[src/rtl/reset_req_pkg.sv]
// Shared state type, cause-bit layout and counter sizing helper for reset_req_gen.
// Defining RESET_REQ_SOFT_EN widens the cause field to carry the software request bit.
package reset_req_pkg;

    typedef enum logic [1:0] {
        IDLE    = 2'd0,
        ASSERT  = 2'd1,
        HOLDOFF = 2'd2
    } req_state_t;

    localparam int CAUSE_BTN = 0;
    localparam int CAUSE_WDT = 1;
    localparam int CAUSE_SW  = 2;

`ifdef RESET_REQ_SOFT_EN
    localparam int CAUSE_W = 3;
`else
    localparam int CAUSE_W = 2;
`endif

    // Bits needed to hold a counter whose largest value is 'terminal', never below 1.
    function automatic int cnt_width(input int terminal);
        return (terminal < 1) ? 1 : $clog2(terminal + 1);
    endfunction

endpackage

[src/rtl/reset_req_gen_btn_debounce.sv]
// Pushbutton front end: SYNC_STAGES-flop synchronizer followed by a stability counter.
// btn_evt pulses for one cycle when the debounced level goes 0->1; releases are silent.
module btn_debounce
    import reset_req_pkg::*;
#(
    parameter int SYNC_STAGES     = 2,
    parameter int DEBOUNCE_CYCLES = 16
) (
    input  logic clk,
    input  logic reset_n,
    input  logic btn_in,
    output logic btn_db,
    output logic btn_evt
);

    localparam int              DB_W    = cnt_width(DEBOUNCE_CYCLES - 1);
    localparam logic [DB_W-1:0] DB_LAST = DB_W'(DEBOUNCE_CYCLES - 1);

    logic [SYNC_STAGES-1:0] sync_q;
    logic                   btn_sync;
    logic [DB_W-1:0]        db_cnt;

    assign btn_sync = sync_q[SYNC_STAGES-1];

    always_ff @(posedge clk) begin
        if (!reset_n) begin
            sync_q <= '0;
        end else begin
            sync_q <= {sync_q[SYNC_STAGES-2:0], btn_in};
        end
    end

    // The count only advances while the synchronized level disagrees with btn_db,
    // so it tops out at DB_LAST and never wraps.
    always_ff @(posedge clk) begin
        if (!reset_n) begin
            db_cnt  <= '0;
            btn_db  <= 1'b0;
            btn_evt <= 1'b0;
        end else begin
            btn_evt <= 1'b0;
            if (btn_sync == btn_db) begin
                db_cnt <= '0;
            end else if (db_cnt == DB_LAST) begin
                db_cnt  <= '0;
                btn_db  <= btn_sync;
                btn_evt <= btn_sync;
            end else begin
                db_cnt <= db_cnt + DB_W'(1);
            end
        end
    end

endmodule

[src/rtl/reset_req_gen.sv]
// Reset request source: debounced pushbutton and watchdog feed a fixed-width reset_req pulse
// followed by a holdoff window. Optional software request input under RESET_REQ_SOFT_EN.
module reset_req_gen
    import reset_req_pkg::*;
#(
    parameter int SYNC_STAGES     = 2,
    parameter int DEBOUNCE_CYCLES = 16,
    parameter int WDT_TIMEOUT     = 1000,
    parameter int REQ_CYCLES      = 8,
    parameter int HOLDOFF_CYCLES  = 32
) (
    input  logic               clk,
    input  logic               reset_n,
    input  logic               btn_in,
    input  logic               wdt_en,
    input  logic               wdt_kick,
`ifdef RESET_REQ_SOFT_EN
    input  logic               sw_req,
`endif
    output logic               reset_req,
    output logic [CAUSE_W-1:0] req_cause,
    output logic               busy
);

    localparam int               WDT_W    = cnt_width(WDT_TIMEOUT - 1);
    localparam logic [WDT_W-1:0] WDT_LAST = WDT_W'(WDT_TIMEOUT - 1);

    localparam int PH_TERM = (REQ_CYCLES > HOLDOFF_CYCLES) ? (REQ_CYCLES - 1)
                                                           : (HOLDOFF_CYCLES - 1);
    localparam int              PH_W      = cnt_width(PH_TERM);
    localparam logic [PH_W-1:0] REQ_LAST  = PH_W'(REQ_CYCLES - 1);
    localparam logic [PH_W-1:0] HOLD_LAST = PH_W'(HOLDOFF_CYCLES - 1);

    req_state_t         state;
    req_state_t         state_nxt;
    logic [PH_W-1:0]    phase_cnt;
    logic [PH_W-1:0]    phase_nxt;
    logic [WDT_W-1:0]   wdt_cnt;
    logic               wdt_run;
    logic               wdt_evt;
    logic               btn_db;
    logic               btn_evt;
    logic [CAUSE_W-1:0] evt_vec;
    logic               any_evt;
    logic               reset_req_nxt;
    logic               busy_nxt;

    btn_debounce #(
        .SYNC_STAGES    (SYNC_STAGES),
        .DEBOUNCE_CYCLES(DEBOUNCE_CYCLES)
    ) u_btn_debounce (
        .clk    (clk),
        .reset_n(reset_n),
        .btn_in (btn_in),
        .btn_db (btn_db),
        .btn_evt(btn_evt)
    );

    // Watchdog only counts quiet IDLE cycles; a kick on the terminal cycle suppresses the event.
    assign wdt_run = wdt_en && !wdt_kick && (state == IDLE);
    assign wdt_evt = wdt_run && (wdt_cnt == WDT_LAST);

    always_ff @(posedge clk) begin
        if (!reset_n || !wdt_run || wdt_evt) begin
            wdt_cnt <= '0;
        end else begin
            wdt_cnt <= wdt_cnt + WDT_W'(1);
        end
    end

    always_comb begin
        evt_vec            = '0;
        evt_vec[CAUSE_BTN] = btn_evt & btn_db;
        evt_vec[CAUSE_WDT] = wdt_evt;
`ifdef RESET_REQ_SOFT_EN
        evt_vec[CAUSE_SW]  = sw_req;
`endif
    end

    assign any_evt = |evt_vec;

    always_ff @(posedge clk) begin
        if (!reset_n) begin
            state     <= IDLE;
            phase_cnt <= '0;
        end else begin
            state     <= state_nxt;
            phase_cnt <= phase_nxt;
        end
    end

    always_comb begin
        state_nxt = state;
        phase_nxt = phase_cnt;
        case (state)
            IDLE: begin
                if (any_evt) begin
                    state_nxt = ASSERT;
                    phase_nxt = '0;
                end
            end
            ASSERT: begin
                if (phase_cnt == REQ_LAST) begin
                    state_nxt = HOLDOFF;
                    phase_nxt = '0;
                end else begin
                    phase_nxt = phase_cnt + PH_W'(1);
                end
            end
            HOLDOFF: begin
                if (phase_cnt == HOLD_LAST) begin
                    state_nxt = IDLE;
                    phase_nxt = '0;
                end else begin
                    phase_nxt = phase_cnt + PH_W'(1);
                end
            end
            default: begin
                state_nxt = IDLE;
                phase_nxt = '0;
            end
        endcase
    end

    // Outputs are decoded from the next state and registered, so they track state exactly.
    always_comb begin
        reset_req_nxt = (state_nxt == ASSERT);
        busy_nxt      = (state_nxt != IDLE);
    end

    always_ff @(posedge clk) begin
        if (!reset_n) begin
            reset_req <= 1'b0;
            busy      <= 1'b0;
            req_cause <= '0;
        end else begin
            reset_req <= reset_req_nxt;
            busy      <= busy_nxt;
            if ((state == IDLE) && any_evt) begin
                req_cause <= evt_vec;
            end
        end
    end

endmodule
[config.mk]
export PLATFORM = sky130hd
export DESIGN_NAME = reset_req_gen
export DESIGN_NICKNAME = d
export VERILOG_FILES = /design/src/rtl/reset_req_pkg.sv /design/src/rtl/reset_req_gen_btn_debounce.sv /design/src/rtl/reset_req_gen.sv
export SDC_FILE = /design/constraint.sdc
export NUM_CORES = 1
export LEC_CHECK = 0
export CORE_MARGIN = 10
export CORE_UTILIZATION = 57
export CTS_CLUSTER_DIAMETER = 100
export DETAILED_ROUTE_END_ITERATION = 8
export GPL_ROUTABILITY_DRIVEN = 0
export PLACE_DENSITY = 0.83
export SYNTH_ARGS = -nofsm -noshare
export SYNTH_HDL_FRONTEND = slang
export SYNTH_SLANG_ARGS = --single-unit
[constraint.sdc]
create_clock -name clk -period 2.9 [get_ports clk]
set_clock_uncertainty 0.15 [all_clocks]
set_input_delay 0.435 -clock clk [delete_from_list [all_inputs] [get_ports clk]]
set_output_delay 0.435 -clock clk [all_outputs]
set_load 0.05 [all_outputs]
==> results.yml, run 1 <==
route:
  via_per_inst: 5.78
  drt_iter0_drc: 63
  ant_nets: 0
  totalWireLength_um: 2470
  wire_per_inst_um: 13.0
  drc_errors: 0
  vias: 1092
  first_pass_iters: 4
run:
  drv_cap: 0
clock_tree:
  cts_made_buffers: 5
  cts_hold_buf: 0
  clkLatencyLatePin_ns: 0.30
  htree_num_levels: 2
  clk_pin_slew_ns: 0.08
  cts.repair.resized: 0
  cts.path.max_buffers: 2
  clock-sinks: 29
  cts_setup_buffers: 0
  cts_tree: "yes"
  root_buffer: "clkbuf_4"
synthesis:
  synth-seq-area-share: 0.431
  synth_ff_type: "dfxtp_1"
  async_reset_ff_frac: 0
  yosysWarnings: 0
  synth_area_leaders: "dfxtp_1 43%, ha_1 7.4%, nor2_1 5.6%"
  synth_most_common_cell: "dfxtp_1"
  synth_edf_count: 0
  syn_area_um2: 1350
  yosysTopAreaCell: "dfxtp_1"
  syn_avg_cell_area_um2: 9.04
  syn_nets: 162
  netlist_instances: 149
  ys_top_cells_by_count: "29 x dfxtp_1, 20 x nor2_1, 12 x nand3_1"
  ys_ff_latch: 29
  yosysTopAreaCellShare: 0.431
  ys_types: 38
grt:
  grt_pass1_wl_um: 4310
  grt.total_usage: 0.121
  grt_max_degree: 10
  antenna_found_initial: 0
  grt.overflow.total: 0
  grt_pass1_vias: 1059
finish:
  fillCellCount: 187
  diodes: 0
  drive_above_1_share: 0.0683
  multiInputGateArea_um2: 717
  area.growth.synth_to_final_pct: 12.0
  seq_area_um2: 581
  layout.nets: 174
  stdcell_count: 189
sta:
  rsz0062_at_grt: "no"
  slew_viol_final: 0
  final.setup.tns_ns: 0
  finalCriticalPeriod_ns: 2.18
  period_share: 0.750
  tightestPinTransition_ns: 0.757
  hold_violations: 0
  setup_viol: 0
  max_freq_mhz: 460
  relSlewSlack: 0.489
worst_setup_path:
  cp.required_ns: 2.95
  reg2reg_from: "wdt_cnt[0]$_SDFF_PP0_"
  reg2reg_depth: 5
  crit_path_start: "wdt_cnt[0]$_SDFF_PP0_"
  crit_arrival_ns: 2.22
  cp.depth: 5
  path_delay_family: "compound AO/OA/AOI/OAI gates"
  cp_num_buf_inv: 0
  path_max_fanout: 7
  crit_type: "reg -> reg"
  endpoint_kind: "register"
  critPathLaunchType: "register"
  cp_cell_sequence: "ha_1, nand4b_4, o41a_1, and3_1, o311a_1"
  critical-path-max-stage-delay_ns: 0.53
  crit_slowest_cell: "o41a_1"
worst_hold_path:
  hold_class: "reg -> reg"
  min_delay_path_depth: 1
  hp-start: "u_btn_debounce.sync_q[0]$_SDFF_PN0_"
floorplan:
  die_x_um: 68.6
  num_rows: 17
  start_util: 0.603
  ios: 9
  dieHeight_um: 68.6
  core_area_um2: 2230
  die_area_um2: 4710
outcome:
  status: "finished clean"
power_and_ir_drop:
  p_per_area_nw_per_um2: 431
  p_leak_uw: 0.000605
  vdd_drop_max_mv: 0.319
placement:
  dp_hpwl_um: 1850
  placedCellCount: 182
  port_buffers: 8
## kinds of logic (layout without fill, tap and decap cells)
family,count (synthesis),after routing,share of synthesized area
xor gates and xnor gates,11,11,0.0715
buffers and inverters,13,25,0.0371
DFF,29,29,0.431
muxes,1,1,0.00743
and+or+nand+nor,63,63,0.242
adders and majority gates,8,8,0.0743
AOI/OAI and AO/OA,24,24,0.136
## flip-flops by register name (all words and copies together), names as in the netlist
name,flops
busy,1
wdt_cnt,10
state,2
u_btn_debounce.sync_q,2
phase_cnt,5
u_btn_debounce.db_cnt,4
reset_req,1
req_cause,2
u_btn_debounce.btn_db,1
u_btn_debounce.btn_evt,1
## cell type report
| type | instances | share of cell area |
|---|---|---|
| inverter | 9 | 0.0224 |
| tap | 28 | 0.0232 |
| multi-input combinational | 107 | 0.475 |
| clock buffer | 7 | 0.0365 |
| sequential | 29 | 0.385 |
| timing repair buffer | 9 | 0.0580 |
## routing by layer
metal | GRT usage | part of all wire | vias up
met4 | 0.0729 | 0.019 | 0
met1 | 0.121 | 0.42 | 517
li1 | - | - | 543
met5 | 0 | 0 | -
met2 | 0.205 | 0.51 | 26
met3 | 0.0499 | 0.046 | 6
## power breakdown
| part | internal [µW] | switching, µW |
|---|---|---|
| sequential | 400 | 1.66 |
| clock | 114 | 118 |
| combinational | 7.64 | 8.41 |
| total | 522 | 128 |
## through the flow
step	area [µm²]	worst slack [ns]	total power, µW	hold slack [ns]	util
2_1_floorplan	1350	0.834	420	0.262	-
3_3_place_gp	1450	0.584	427	0.273	0.651
3_5_place_dp	1450	0.548	428	0.282	0.651
4_1_cts	1510	0.736	663	0.304	0.676
5_1_grt	1510	0.630	682	0.326	0.676
6_report	1510	0.725	650	0.299	0.676
## worst paths after layout
check,to,slack (ns)
worst min-delay path,u_btn_debounce.sync_q[1]$_SDFF_PN0_,0.30
worst max-delay path,phase_cnt[2]$_SDFFE_PN0P_,0.72
worst max register to register,phase_cnt[2]$_SDFFE_PN0P_,0.72
worst min register to register,u_btn_debounce.sync_q[1]$_SDFF_PN0_,0.30
## placed cells by master (no fill, tap or decap), types with 2 or more instances in the layout
cell type	count
clkbuf_4	5
or2_1	2
ha_1	8
a21oi_1	7
nand2_1	9
o211ai_1	2
inv_1	8
nor3_1	5
clkdlybuf4s50_1	8
and3_1	3
nand3_1	12
nand4_1	2
o21bai_1	2
dfxtp_1	29
xor2_1	5
nor2_1	20
and2_1	3
xnor2_1	6
o21ai_1	2
o2bb2ai_1	2
Note: power is estimated with default switching activity, not from simulation.
==> run 2: changes to the inputs <==
--- a/config.mk
+++ b/config.mk
@@ -6,11 +6,11 @@
 export NUM_CORES = 1
 export LEC_CHECK = 0
 export CORE_MARGIN = 10
-export CORE_UTILIZATION = 57
+export CORE_UTILIZATION = 51
 export CTS_CLUSTER_DIAMETER = 100
 export DETAILED_ROUTE_END_ITERATION = 8
 export GPL_ROUTABILITY_DRIVEN = 0
-export PLACE_DENSITY = 0.83
+export PLACE_DENSITY = 0.79
 export SYNTH_ARGS = -nofsm -noshare
 export SYNTH_HDL_FRONTEND = slang
 export SYNTH_SLANG_ARGS = --single-unit
==> constraint.sdc (replaced) <==
create_clock -name clk -period 1.81 [get_ports clk]
set_clock_uncertainty 0.15 [all_clocks]
set_input_delay 0.2715 -clock clk [delete_from_list [all_inputs] [get_ports clk]]
set_output_delay 0.2715 -clock clk [all_outputs]
set_load 0.05 [all_outputs]
==> results.yml, run 2 (same netlist as run 1, synthesis figures left out) <==
finish:
  layout.nets: 206
  largest_register: "wdt_cnt"
  seq_area_um2: 588
  layout_common_cells: "35 x buf_4, 23 x dfxtp_1, 20 x nor2_1"
  multiInputGateArea_um2: 835
  fillCellCount: 194
  area.growth.synth_to_final_pct: 38.8
  fin_util: 0.748
  diodes: 0
  reg_top3: "wdt_cnt: 10 flops, phase_cnt: 5 flops, u_btn_debounce.db_cnt: 4 flops"
  final_common_cell: "buf_4"
  drive_above_1_share: 0.361
  largest_reg_flops: 10
floorplan:
  die_area_um2: 5100
  ios: 9
  start_util: 0.539
  core_area_um2: 2500
  die_x_um: 71.4
  dieHeight_um: 71.4
  num_rows: 18
clock_tree:
  root_buffer: "clkbuf_4"
  cts_made_buffers: 5
  htree_num_levels: 2
  cts_tree: "yes"
  clock-sinks: 29
  clk_pin_slew_ns: 0.09
  clkLatencyLatePin_ns: 0.33
  cts_hold_buf: 0
  cts.path.max_buffers: 2
worst_setup_path:
  endpoint_kind: "register"
  crit_type: "reg -> reg"
  cp.required_ns: 1.89
  crit_arrival_ns: 1.96
  critPathLaunchType: "register"
  path_max_fanout: 5
route:
  drt_iter0_drc: 97
  ant_nets: 0
  dr_wl_met3_um: 160
  vias: 1190
  met2_wirelength_um: 1630
  met1_length_um: 1280
  totalWireLength_um: 3120
  via_per_inst: 5.31
  top_layer: "met4"
  first_pass_iters: 5
  drc_errors: 0
  wire_per_inst_um: 13.9
sta:
  tightestPinTransition_ns: 0.228
  finalCriticalPeriod_ns: 1.88
  relSlewSlack: 0.846
  rsz0062_at_grt: "yes"
  max_freq_mhz: 532
  setup_slack_ns: -0.0701
  period_share: 1.04
  timing.hold.ws_ns: 0.298
  slew_viol_final: 0
  hold_violations: 0
  setup_viol: 3
grt:
  grt.total_usage: 0.126
  grt.overflow.total: 0
  grt_pass1_wl_um: 5240
  grt_max_degree: 10
  grt_pass1_vias: 1224
  antenna_found_initial: 0
power_and_ir_drop:
  p_per_area_nw_per_um2: 566
  pwr-share-comb: 0.035
  clkPwrFrac: 0.357
  power_switching_uw: 250
  p_int_uw: 809
  switching_share: 0.236
  seqPwrFrac: 0.608
  p_leak_uw: 0.000811
  vdd_drop_max_mv: 0.524
worst_hold_path:
  hold_class: "reg -> reg"
outcome:
  violations: "negative setup slack"
  status: "finished with violations"
run:
  drv_cap: 0
placement:
  port_buffers: 8
  dp_hpwl_um: 2190
[run 2: cell types whose count changed in the layout (fill, tap and decap cells not counted), sizes merged]
cell / delta
buf: +36
clkdlybuf4s50: -4
clkinv: +2
clkbuf: -1
[run 2: metrics by stage]
step | power (µW) | std cells | TNS [ns] | instance area, µm² | worst slack [ns]
after floorplan | 674 | 149 | -0.0734 | 1380 | -0.0478
after global placement | 692 | 209 | -1.10 | 1660 | -0.259
after detailed placement | 693 | 209 | -1.65 | 1660 | -0.297
after CTS | 1070 | 223 | -0.156 | 1780 | -0.0782
after global routing | 1090 | 224 | -0.368 | 1870 | -0.130
final | 1060 | 224 | -0.110 | 1870 | -0.0701
[run 2: layout make-up]
cell class	count	area share
Tap cell	30	0.0201
Sequential cell	29	0.314
Multi-Input combinational cell	107	0.446
Clock buffer	6	0.0221
Timing Repair Buffer	41	0.174
Clock inverter	2	0.00535
Inverter	9	0.0181
[run 2: final timing paths]
path                                             from                                   to  slack, ns  depth (start not counted)
setup reg to reg                wdt_cnt[0]$_SDFF_PP0_            phase_cnt[2]$_SDFFE_PN0P_      -0.07                          5
hold reg to reg   u_btn_debounce.sync_q[0]$_SDFF_PN0_  u_btn_debounce.sync_q[1]$_SDFF_PN0_       0.30                          1
setup / recovery                wdt_cnt[0]$_SDFF_PP0_            phase_cnt[2]$_SDFFE_PN0P_      -0.07                          5
hold / removal    u_btn_debounce.sync_q[0]$_SDFF_PN0_  u_btn_debounce.sync_q[1]$_SDFF_PN0_       0.30                          1
[run 2: power by group through the flow]
stage          registers (µW)  logic, µW  clock network, µW
4_1_cts                   644       35.1                386
6_report                  644       36.7                378
2_1_floorplan             659       14.7                  0
3_5_place_dp              659       33.3                  0
3_3_place_gp              659       32.8                  0
5_1_grt                   645       41.5                404
[run 2: repair_timing]
item                                    CTS  global route
pin swaps                                 6             9
setup buffers                             6             1
endpoints found under the setup margin    6             9
gates resized for setup                   4            17
[run 2: critical path, cell delays in order (launching register included)]
cell and delay, ns:
dfxtp_2 0.36, ha_4 0.15, nand4b_4 0.12, o41a_1 0.49, and3_1 0.20, o311a_1 0.30
[run 2: layer usage]
metal	track usage	vias up
met5	0	-
met4	0.0452	0
met3	0.0455	6
met2	0.218	25
met1	0.139	550
li1	-	609
